--- src/rtl/alu_result_buffer.sv ---
// alu_result_buffer
//   First-word-fall-through FIFO sitting behind the adder. Each entry holds the
//   sum plus the {sub, overflow, zero} tag. An exception tracker sits next to
//   the FIFO: a sticky overflow bit and a saturating overflow counter. Both
//   count only pushes that were actually accepted.
//
// Parameters
//   WIDTH      result data width
//   DEPTH      entry count; must be a power of two from 2 to 16, because the
//              pointers wrap by natural binary rollover
//
// Ports
//   clk          single clock, rising edge
//   rst          synchronous active-high reset
//   in_valid     adder result presented on in_sum / flags
//   in_ready     an entry can be accepted (not full)
//   in_sum       adder sum
//   in_overflow  adder overflow flag
//   in_zero      adder zero flag
//   in_sub       operation tag, 1 = subtract
//   out_valid    head entry presented (not empty)
//   out_ready    consumer takes the head entry
//   out_data     head entry sum, 0 when empty
//   out_flags    head entry {sub, overflow, zero}, 0 when empty
//   clr_sticky   clears sticky_exc and ovf_count
//   sticky_exc   set by any accepted overflow push
//   ovf_count    saturating count of accepted overflow pushes
//   level        current occupancy
module alu_result_buffer #(
  parameter int WIDTH = 32,
  parameter int DEPTH = 4
) (
  input  logic                     clk,
  input  logic                     rst,
  input  logic                     in_valid,
  output logic                     in_ready,
  input  logic [WIDTH-1:0]         in_sum,
  input  logic                     in_overflow,
  input  logic                     in_zero,
  input  logic                     in_sub,
  output logic                     out_valid,
  input  logic                     out_ready,
  output logic [WIDTH-1:0]         out_data,
  output logic [2:0]               out_flags,
  input  logic                     clr_sticky,
  output logic                     sticky_exc,
  output logic [7:0]               ovf_count,
  output logic [$clog2(DEPTH):0]   level
);

  localparam int AW = $clog2(DEPTH);
  localparam int LW = AW + 1;
  localparam int EW = WIDTH + 3;

  // entry layout: {sub, overflow, zero, sum}
  logic [EW-1:0] mem [DEPTH];
  logic [AW-1:0] wr_ptr;
  logic [AW-1:0] rd_ptr;
  logic          push;
  logic          pop;
  logic [EW-1:0] head;

  // Both handshakes depend only on level, so there is no path from out_ready
  // to in_ready; a full FIFO cannot push and pop in the same cycle.
  assign in_ready  = (level != LW'(DEPTH));
  assign out_valid = (level != '0);
  assign push      = in_valid && in_ready;
  assign pop       = out_valid && out_ready;

  // Storage is not reset; level and the pointers decide what is live.
  always_ff @(posedge clk) begin
    if (push) begin
      mem[wr_ptr] <= {in_sub, in_overflow, in_zero, in_sum};
    end
  end

  always_ff @(posedge clk) begin
    if (rst) begin
      wr_ptr <= '0;
      rd_ptr <= '0;
      level  <= '0;
    end else begin
      if (push) begin
        wr_ptr <= wr_ptr + AW'(1);
      end
      if (pop) begin
        rd_ptr <= rd_ptr + AW'(1);
      end
      if (push && !pop) begin
        level <= level + LW'(1);
      end else if (pop && !push) begin
        level <= level - LW'(1);
      end
    end
  end

  // Head is read straight from storage; a fresh word is only visible after
  // its push edge has bumped level.
  assign head      = mem[rd_ptr];
  assign out_data  = out_valid ? head[WIDTH-1:0] : '0;
  assign out_flags = out_valid ? head[EW-1:WIDTH] : 3'b000;

  // An accepted overflow push wins over a clear in the same cycle, and
  // counts as the first event after that clear.
  always_ff @(posedge clk) begin
    if (rst) begin
      sticky_exc <= 1'b0;
      ovf_count  <= 8'd0;
    end else if (push && in_overflow) begin
      sticky_exc <= 1'b1;
      if (clr_sticky) begin
        ovf_count <= 8'd1;
      end else if (ovf_count != 8'hFF) begin
        ovf_count <= ovf_count + 8'd1;
      end
    end else if (clr_sticky) begin
      sticky_exc <= 1'b0;
      ovf_count  <= 8'd0;
    end
  end

endmodule
--- config.mk ---
export PLATFORM = sky130hd
export DESIGN_NAME = alu_result_buffer
export DESIGN_NICKNAME = d
export VERILOG_FILES = /design/src/rtl/alu_result_buffer.sv
export SDC_FILE = /design/constraint.sdc
export NUM_CORES = 1
export LEC_CHECK = 0
export BUFFER_PORTS_ARGS = -buffer_cell sky130_fd_sc_hd__buf_2
export CORE_MARGIN = 5
export CORE_UTILIZATION = 25
export DETAILED_ROUTE_END_ITERATION = 8
export GPL_ROUTABILITY_DRIVEN = 0
export GPL_TIMING_DRIVEN = 1
export MAX_ROUTING_LAYER = met4
export PLACE_DENSITY = 0.45
export REMOVE_ABC_BUFFERS = 1
export SETUP_SLACK_MARGIN = 0.3
export SKIP_CTS_REPAIR_TIMING = 1
export SLEW_MARGIN = 40
export SYNTH_ARGS = -nofsm -noshare
export SYNTH_HDL_FRONTEND = slang
export SYNTH_SLANG_ARGS = --single-unit
--- constraint.sdc ---
create_clock -name clk -period 3.8 [get_ports clk]
set_input_delay 0.19 -clock clk [delete_from_list [all_inputs] [get_ports clk]]
set_output_delay 0.19 -clock clk [all_outputs]
set_load 0.005 [all_outputs]
==> results.json, run 1 <==
{
  "outcome": "completed",
  "ys_dominant_reg_cell": "sky130_fd_sc_hd__edfxtp_1",
  "final.setup.tns_ns": 0,
  "post-place-cells": 718,
  "achievable-frequency_mhz": 358,
  "yosys_register_bits": 158,
  "maxSlewHeadroom": 0.481,
  "synthCells": 323,
  "drtIter0Drc": 178,
  "wl_per_cell_um": 17.0,
  "critical_path.max_stage_delay_ns": 0.86,
  "detailedPlacementHpwl_um": 7610,
  "power_switching_mw": 1.54,
  "global_route.peak_usage_layer": "met2",
  "synthesis.area_per_instance_um2": 19.2,
  "die_y_um": 167,
  "vias_in_the_first_global_route": 3494,
  "ctsLongestPathBuffers": 2,
  "drt_wl_total_um": 13400,
  "grt_max_degree": 39,
  "numPortBuffers": 88,
  "timing.final.setup_violations": 0,
  "boundaryPins": 89,
  "detail_route.first_pass.iterations": 4,
  "asyncSetResetFlopFracSynth": 0,
  "initial_core_util": 0.255,
  "grt_util_met1": 0.119,
  "cap_violations": 0,
  "synthDominantAreaCellType": "sky130_fd_sc_hd__edfxtp_1",
  "core_region_area_um2": 24300,
  "diodes": 0,
  "grt_antenna_before_repair": 0,
  "timing_hold_violations_final": 0,
  "rsz0062_at_grt": "false",
  "overflow": 0,
  "grt_util_overall": 0.0997,
  "pwr-share-seq": 0.416,
  "timing.final.crit_period_ns": 2.79,
  "vdd_drop_max_uv": 296,
  "comb_power_share": 0.251,
  "critPathRequiredTime_ns": 4.16,
  "cts_root_buf": "sky130_fd_sc_hd__clkbuf_16",
  "ys_top_cells_by_area": "sky130_fd_sc_hd__edfxtp_1, sky130_fd_sc_hd__mux4_2, sky130_fd_sc_hd__dfxtp_1",
  "tritoncts_clock_tree": "done",
  "setup_slack_ns": 1.01,
  "critical_path_peak_fanout": 38,
  "area_growth_pct": 28.5,
  "power.density_cell_area_nw_per_um2": 678,
  "layout.nets": 494,
  "cp-end-kind": "flip-flop",
  "detailroute.via_count": 3307,
  "drc_errors": 0,
  "worst_ep_arrival_time_ns": 3.15,
  "filler_cell_count": 2365,
  "multi_input_area_um2": 1540,
  "tightest_slew_ns": 0.779,
  "fin_total_pwr_mw": 5.40,
  "grt_use_met2": 0.159,
  "clk_latency_ns": 0.42,
  "setup.worst_path.class": "flip-flop to flip-flop",
  "drt_via_density": 4.22,
  "hold_class": "input pin to flip-flop",
  "cellInternalPower_mw": 3.86,
  "worst_clock_skew_ns": 0.0168,
  "grt_pass1_wl_um": 20500,
  "clock_slew_at_the_register_clock_pins_of_the_worst_setup_and_hold_paths_ns": 0.07,
  "rows": 57,
  "synth_largest_type_area_fraction": 0.679,
  "cp_cell_sequence": "or3_2 -> nand2_1 -> ha_1 -> inv_1 -> fa_1 -> xor2_1 -> or3_1 -> a21oi_1",
  "yosysUniqueCellTypes": 39,
  "mappedNetlistArea_um2": 6190,
  "cts_max_level": 4,
  "cell_area_after_layout_um2": 7960,
  "power_switching_share": 0.286,
  "area.sequential_um2": 4570,
  "leakage_nw": 2.74,
  "clk_sink_count": 158,
  "timing.final.crit_share": 0.735,
  "layout.cells.non_filler": 784,
  "synth_edf_count": 140,
  "die_w_um": 167,
  "tritoncts.num_buffers": 17,
  "postRouteAntennaNets": 0,
  "post_dp_cell_area_um2": 6980,
  "die_area_um2": 28000,
  "layout-drive-gt1-share": 0.363,
  "dp_slack_ns": 0.963,
  "global_route_met3_usage": 0.0389,
  "ys_warn_count": 0,
  "seq_area_frac_synth": 0.737,
  "cp-start-kind": "flip-flop",
  "pwr-share-clk": 0.333,
  "slowest_stage": "sky130_fd_sc_hd__or3_2",
  "timing.final.max_slew_violations": 0
}
==> final timing paths <==
path                                              start                 endpoint  slack, ns  cells past startpoint
worst max register to register    level[2]$_SDFFE_PP0P_    level[2]$_SDFFE_PP0P_       1.01                      8
worst min-delay path                          in_sum[7]      mem[3][7]$_DFFE_PP_       0.03                      1
worst min register to register  sticky_exc$_SDFFE_PP0P_  sticky_exc$_SDFFE_PP0P_       0.48                      2
worst max-delay path              level[2]$_SDFFE_PP0P_    level[2]$_SDFFE_PP0P_       1.01                      8
==> registers in the layout (all words and copies together), names as in the netlist, named ones only <==
register    cells
level           3
mem           140
ovf_count       8
rd_ptr          2
sticky_exc      1
wr_ptr          2
==> cell usage after synthesis, types with 2 or more instances <==
cell and count:
sky130_fd_sc_hd__o31ai_1 3, sky130_fd_sc_hd__mux4_2 35, sky130_fd_sc_hd__and3_2 4, sky130_fd_sc_hd__and2_1 35
sky130_fd_sc_hd__edfxtp_1 140, sky130_fd_sc_hd__mux2i_1 2, sky130_fd_sc_hd__nand2_1 5, sky130_fd_sc_hd__dfxtp_1 18
sky130_fd_sc_hd__inv_1 5, sky130_fd_sc_hd__or4_1 2, sky130_fd_sc_hd__buf_2 4, sky130_fd_sc_hd__o311ai_0 3
sky130_fd_sc_hd__a21oi_1 7, sky130_fd_sc_hd__o41ai_1 2, sky130_fd_sc_hd__nand3_1 5, sky130_fd_sc_hd__o21ai_0 2
sky130_fd_sc_hd__nor2_1 10, sky130_fd_sc_hd__clkbuf_1 11, sky130_fd_sc_hd__ha_1 6, sky130_fd_sc_hd__or3_1 2
sky130_fd_sc_hd__xor2_1 4
==> kinds of logic (layout without fill, tap and decap cells) <==
| logic type | count (synthesis) | in the layout | share of synthesized area |
|---|---|---|---|
| xor+xnor | 5 | 5 | 0.00707 |
| buf+inv | 22 | 159 | 0.0160 |
| flops | 158 | 158 | 0.737 |
| fa+ha+maj | 7 | 7 | 0.0154 |
| simple gates | 75 | 75 | 0.0728 |
| compound gates | 19 | 19 | 0.0210 |
| mux | 37 | 37 | 0.131 |
==> metal layers <==
| layer | share of wire | routed length (um) | up-vias |
|---|---|---|---|
| met4 | 0.0076 | 102 | 0 |
| met1 | 0.44 | 5840 | 1678 |
| li1 | - | - | 1529 |
| met2 | 0.49 | 6590 | 85 |
| met3 | 0.062 | 827 | 15 |
| met5 | 0 | 0 | - |
==> cell usage in the layout (no fill, tap or decap), types with 2 or more instances in the layout <==
cell type	synthesis	layout
sky130_fd_sc_hd__a21oi_1	7	7
sky130_fd_sc_hd__and2_1	35	35
sky130_fd_sc_hd__and3_4	1	5
sky130_fd_sc_hd__buf_2	4	88
sky130_fd_sc_hd__bufinv_16	0	3
sky130_fd_sc_hd__clkbuf_16	0	17
sky130_fd_sc_hd__clkinv_4	0	2
sky130_fd_sc_hd__dfxtp_1	18	16
sky130_fd_sc_hd__dfxtp_4	0	2
sky130_fd_sc_hd__dlygate4sd3_1	0	33
sky130_fd_sc_hd__edfxtp_1	140	140
sky130_fd_sc_hd__ha_1	6	6
sky130_fd_sc_hd__inv_1	5	5
sky130_fd_sc_hd__inv_6	0	5
sky130_fd_sc_hd__inv_8	0	2
sky130_fd_sc_hd__mux2i_1	2	2
sky130_fd_sc_hd__mux4_2	35	35
sky130_fd_sc_hd__nand2_1	5	5
sky130_fd_sc_hd__nand3_1	5	5
sky130_fd_sc_hd__nor2_1	10	10
sky130_fd_sc_hd__o21ai_0	2	2
sky130_fd_sc_hd__o311ai_0	3	3
sky130_fd_sc_hd__o31ai_1	3	3
sky130_fd_sc_hd__o41ai_1	2	2
sky130_fd_sc_hd__or3_1	2	2
sky130_fd_sc_hd__or4_1	2	2
sky130_fd_sc_hd__xor2_1	4	4
==> critical path: cells and delay by family, from the launching register on <==
kind                     cells  cell delay, ns
buffers and inverters        1            0.06
AO/OA/AOI/OAI                1            0.14
XOR/XNOR                     1            0.18
adder cells (fa/ha/maj)      2            0.57
AND/OR/NAND/NOR              3            1.44
flip-flops                   1            0.34
==> through the flow <==
stage          hold slack, ns   util
5_1_grt               0.00744  0.327
3_3_place_gp            0.402  0.286
4_1_cts               -0.0366  0.313
6_report               0.0262  0.327
3_5_place_dp            0.410  0.287
2_1_floorplan           0.259      -
==> power by group through the flow <==
stage / Combinational, mW / Sequential (mW) / Clock, mW
2_1_floorplan: 0.739 / 2.27 / 0
3_3_place_gp: 1.29 / 2.34 / 0
3_5_place_dp: 1.30 / 2.35 / 0
4_1_cts: 1.30 / 2.31 / 1.85
5_1_grt: 1.51 / 2.28 / 1.93
6_report: 1.35 / 2.24 / 1.80
==> cell type report <==
type / count / share of cell area
Clock buffer: 17 / 0.0535
Multi-Input combinational cell: 143 / 0.194
Tap cell: 324 / 0.0510
Clock inverter: 15 / 0.0253
Timing Repair Buffer: 122 / 0.0994
Inverter: 5 / 0.00236
Sequential cell: 158 / 0.575
Note: power is estimated with default switching activity, not from simulation.
==> inputs of run 2 (changes only) <==
- PLACE_DENSITY: 0.45 -> 0.47
- clock period: 3.8 -> 2.4 ns (I/O delays scaled with it)
==> results.json, run 2 (synthesis gave the netlist of run 1 again) <==
{
  "outcome": "completed",
  "layout.cells.most_common_list": "sky130_fd_sc_hd__edfxtp_1, sky130_fd_sc_hd__buf_2, sky130_fd_sc_hd__mux4_2, sky130_fd_sc_hd__and2_1, sky130_fd_sc_hd__dlygate4sd3_1",
  "number_of_cells_on_the_critical_path": 8,
  "cp.buffers_inverters": 1,
  "drc_errors": 0,
  "critical_path_end": "level[2]$_SDFFE_PP0P_",
  "core_region_area_um2": 24300,
  "cts_max_level": 4,
  "power_switching_mw": 2.38,
  "boundaryPins": 89,
  "worst_ep_arrival_time_ns": 2.41,
  "ctsLongestPathBuffers": 2,
  "dp_slack_ns": 0.146,
  "critical_path_peak_fanout": 4,
  "clk_latency_ns": 0.42,
  "detail_route.first_pass.iterations": 4,
  "worst_clock_skew_ns": 0.00871,
  "leakage_nw": 2.85,
  "layout.nets": 508,
  "timing.reg2reg.setup_slack_ns": 0.33,
  "die_w_um": 167,
  "diodes": 0,
  "cp-end-kind": "flip-flop",
  "worst_r2r_startpoint": "level[2]$_SDFFE_PP0P_",
  "clock_slew_at_the_register_clock_pins_of_the_worst_setup_and_hold_paths_ns": 0.07,
  "wl_per_cell_um": 16.5,
  "grt_max_degree": 38,
  "timing.final.max_slew_violations": 0,
  "registers.top_by_ff_count": "mem",
  "vdd_drop_max_uv": 693,
  "achievable-frequency_mhz": 484,
  "hold_class": "input pin to flip-flop",
  "slowest_stage": "sky130_fd_sc_hd__or3_4",
  "clk_sink_count": 158,
  "timing.final.crit_share": 0.861,
  "power.density_cell_area_nw_per_um2": 1080,
  "rows": 57,
  "grt_pass1_wl_um": 20100,
  "fin_total_pwr_mw": 8.85,
  "cellInternalPower_mw": 6.46,
  "reg.largest.list": "mem x140, ovf_count x8, level x3",
  "critPathRequiredTime_ns": 2.75,
  "hold_start": "clr_sticky",
  "postRouteAntennaNets": 0,
  "comb_power_share": 0.271,
  "r2r-end": "level[2]$_SDFFE_PP0P_",
  "tritoncts_clock_tree": "done",
  "setup.worst_path.class": "flip-flop to flip-flop",
  "cp_cell_sequence": "or3_4 -> nand2_4 -> ha_4 -> inv_1 -> fa_2 -> xor2_1 -> or3_1 -> a21oi_1",
  "area_growth_pct": 31.7,
  "timing.final.setup_violations": 0,
  "setup_slack_ns": 0.333,
  "critical_path.max_stage_delay_ns": 0.40,
  "grt_util_overall": 0.0981,
  "die_y_um": 167,
  "pwr-share-clk": 0.336,
  "cp-start-kind": "flip-flop",
  "power_switching_share": 0.269,
  "maxSlewHeadroom": 0.511,
  "pwr-share-seq": 0.393,
  "post_layout_utilization_of_the_core": 0.335,
  "detailedPlacementHpwl_um": 7800,
  "cts_root_buf": "sky130_fd_sc_hd__clkbuf_16",
  "tightest_slew_ns": 0.728,
  "origin_of_the_worst_setup_path": "level[2]$_SDFFE_PP0P_",
  "final.setup.tns_ns": 0,
  "timing_hold_violations_final": 0,
  "hold_slack_ns": 0.0163,
  "drtIter0Drc": 137,
  "vias_in_the_first_global_route": 3559,
  "numPortBuffers": 88,
  "worstRegToRegCells": 8,
  "layout-drive-gt1-share": 0.392,
  "detailroute.via_count": 3337,
  "drt_via_density": 4.18,
  "rsz0062_at_grt": "false",
  "cap_violations": 0,
  "largest_reg_flops": 140,
  "crit_path_leading_delay_family": "simple AND/OR/NAND/NOR gates",
  "die_area_um2": 28000,
  "overflow": 0,
  "timing.final.crit_period_ns": 2.07,
  "tritoncts.num_buffers": 17,
  "drt_wl_total_um": 13100,
  "mostFrequentLayoutCell": "sky130_fd_sc_hd__edfxtp_1",
  "initial_core_util": 0.255,
  "grt_antenna_before_repair": 0
}
## run 2: worst min path at each step
stage	depth (start not counted)	slack [ns]	endpoint
final	3	0.02	ovf_count[0]$_SDFFE_PP0P_
after global routing	2	0.02	level[2]$_SDFFE_PP0P_
after CTS	1	-0.11	mem[2][7]$_DFFE_PP_
after detailed placement	1	0.34	mem[3][7]$_DFFE_PP_
after global placement	1	0.33	mem[2][3]$_DFFE_PP_
after floorplan	1	0.19	level[2]$_SDFFE_PP0P_
## run 2: per-stage QoR
step / instances / area (um2)
final: 798 / 8150
after global routing: 798 / 8150
after CTS: 756 / 7700
after detailed placement: 724 / 7050
after global placement: 724 / 7030
after floorplan: 306 / 6110
## run 2: power by group through the flow
| stage | sequential (mW) | combinational (mW) | clock, mW |
|---|---|---|---|
| finish | 3.47 | 2.40 | 2.97 |
| global route | 3.50 | 2.68 | 3.19 |
| CTS | 3.52 | 2.30 | 3.06 |
| floorplan | 3.60 | 1.17 | 0 |
| detailed placement | 3.58 | 2.29 | 0 |
| global placement | 3.56 | 2.25 | 0 |
## run 2: layout make-up
cell class / count / area (um2)
Timing Repair Buffer: 136 / 921
Sequential cell: 158 / 4570
Clock buffer: 17 / 425
Fill cell: 2356 / 16200
Inverter: 5 / 18.8
Tap cell: 324 / 405
Clock inverter: 15 / 231
Multi-Input combinational cell: 143 / 1580
## run 2: worst register-to-register path, cell delays in order, from the launching register on
cell and delay, ns:
sky130_fd_sc_hd__dfxtp_2 0.34, sky130_fd_sc_hd__or3_4 0.40, sky130_fd_sc_hd__nand2_4 0.09, sky130_fd_sc_hd__ha_4 0.13, sky130_fd_sc_hd__inv_1 0.05, sky130_fd_sc_hd__fa_2 0.39
sky130_fd_sc_hd__xor2_1 0.17, sky130_fd_sc_hd__or3_1 0.31, sky130_fd_sc_hd__a21oi_1 0.12
## run 2: metal layers
layer	vias to the layer above	global-route usage	share of wire
met5	-	-	0
met4	0	0.0254	0.010
met3	13	0.0380	0.042
met2	77	0.159	0.51
met1	1687	0.116	0.44
li1	1560	-	-
==> inputs of run 3 (changes only) <==
- CORE_ASPECT_RATIO: default -> 0.5
- HOLD_SLACK_MARGIN: default -> 0.12
==> results.json, run 3 (synthesis gave the netlist of run 1 again) <==
{
  "worst_clock_skew_ns": 0.00959,
  "rsz0062_at_grt": "true",
  "critPathRequiredTime_ns": 2.76,
  "critical_path_peak_fanout": 5,
  "cp-end-kind": "flip-flop",
  "outcome": "completed",
  "layout.cells.most_common_list": "sky130_fd_sc_hd__edfxtp_1, sky130_fd_sc_hd__buf_2, sky130_fd_sc_hd__dlygate4sd3_1",
  "fin_total_pwr_mw": 8.57,
  "cts_root_buf": "sky130_fd_sc_hd__clkbuf_16",
  "post_layout_utilization_of_the_core": 0.338,
  "cp_cell_sequence": "or3_4 -> nand2_4 -> ha_4 -> inv_1 -> fa_2 -> xor2_1 -> or3_1 -> a21oi_2",
  "power.density_cell_area_nw_per_um2": 1050,
  "hold_slack_ns": 0.179,
  "tritoncts.num_buffers": 17,
  "initial_core_util": 0.256,
  "detailedPlacementHpwl_um": 8010,
  "vdd_drop_max_uv": 579,
  "wl_per_cell_um": 16.8,
  "boundaryPins": 89,
  "die_w_um": 233,
  "clock_slew_at_the_register_clock_pins_of_the_worst_setup_and_hold_paths_ns": 0.07,
  "timing.final.crit_period_ns": 2.02,
  "drc_errors": 0,
  "drtIter0Drc": 122,
  "area_growth_pct": 32.1,
  "cts_max_level": 4,
  "timing.reg2reg.setup_slack_ns": 0.38,
  "drt_via_density": 4.14,
  "hold_class": "input pin to flip-flop",
  "clk_latency_ns": 0.43,
  "tritoncts_clock_tree": "done",
  "final.setup.tns_ns": 0,
  "timing.final.setup_violations": 0,
  "registers.top_by_ff_count": "mem",
  "diodes": 0,
  "reg.largest.list": "mem x140, ovf_count x8, level x3",
  "grt_pass1_wl_um": 20400,
  "timing_hold_violations_final": 0,
  "rows": 40,
  "tightest_slew_ns": 0.608,
  "overflow": 0,
  "setup.worst_path.class": "flip-flop to flip-flop",
  "timing.final.crit_share": 0.841,
  "crit_path_leading_delay_family": "simple AND/OR/NAND/NOR gates",
  "mostFrequentLayoutCell": "sky130_fd_sc_hd__edfxtp_1",
  "worst_ep_arrival_time_ns": 2.38,
  "postRouteAntennaNets": 0,
  "detailroute.via_count": 3377,
  "numPortBuffers": 88,
  "core_region_area_um2": 24200,
  "maxSlewHeadroom": 0.595,
  "vias_in_the_first_global_route": 3445,
  "timing.final.max_slew_violations": 0,
  "die_y_um": 121,
  "layout.nets": 513,
  "cp-start-kind": "flip-flop",
  "largest_reg_flops": 140,
  "layout-drive-gt1-share": 0.390,
  "detail_route.first_pass.iterations": 4,
  "clk_sink_count": 158,
  "cap_violations": 0,
  "die_area_um2": 28200,
  "grt_max_degree": 38,
  "drt_wl_total_um": 13700,
  "cp.buffers_inverters": 1,
  "critical_path.max_stage_delay_ns": 0.41,
  "leakage_nw": 2.84,
  "achievable-frequency_mhz": 496,
  "grt_antenna_before_repair": 0,
  "slowest_stage": "sky130_fd_sc_hd__or3_4",
  "ctsLongestPathBuffers": 2,
  "grt_util_overall": 0.100
}
==> run 3: power by group <==
part | switching, mW | internal [mW] | leakage, nW
Clock | 1.24 | 1.38 | 0.273
Sequential | 0.133 | 3.34 | 1.43
Combinational | 1.18 | 1.29 | 1.13
==> run 3: layout make-up <==
cell class                      count  area, um2
Fill cell                        2354      16000
Sequential cell                   158       4570
Multi-Input combinational cell    143       1570
Timing Repair Buffer              141       1020
Clock buffer                       17        425
Tap cell                          336        420
Clock inverter                     15        153
Inverter                            5       18.8
==> run 3: metrics by stage <==
step                instance area, um2  cells  setup slack, ns
floorplan                         6110    306          -0.0928
global placement                  7100    740            0.180
detailed placement                7110    740            0.151
CTS                               7690    772            0.118
global route                      8180    815            0.287
finish                            8180    815            0.382
==> run 3: final timing paths <==
path | start | endpoint | cells after the start
worst max-delay path | level[2]$_SDFFE_PP0P_ | level[2]$_SDFFE_PP0P_ | 8
worst min-delay path | in_valid | ovf_count[3]$_SDFFE_PP0P_ | 4
worst max register to register | level[2]$_SDFFE_PP0P_ | level[2]$_SDFFE_PP0P_ | 8
worst min register to register | sticky_exc$_SDFFE_PP0P_ | sticky_exc$_SDFFE_PP0P_ | 2
==> run 3: metal layers <==
metal / share of wire / global-route usage
met1: 0.45 / 0.121
met2: 0.52 / 0.166
met3: 0.023 / 0.0245
met4: 0.0068 / 0.0354
met5: 0 / -
==> run 3: tightest hold or removal path, delay by kind of cell <==
kind,cells,cell delay (ns)
and+or+nand+nor,3,0.30
buffers and inverters,1,0.15
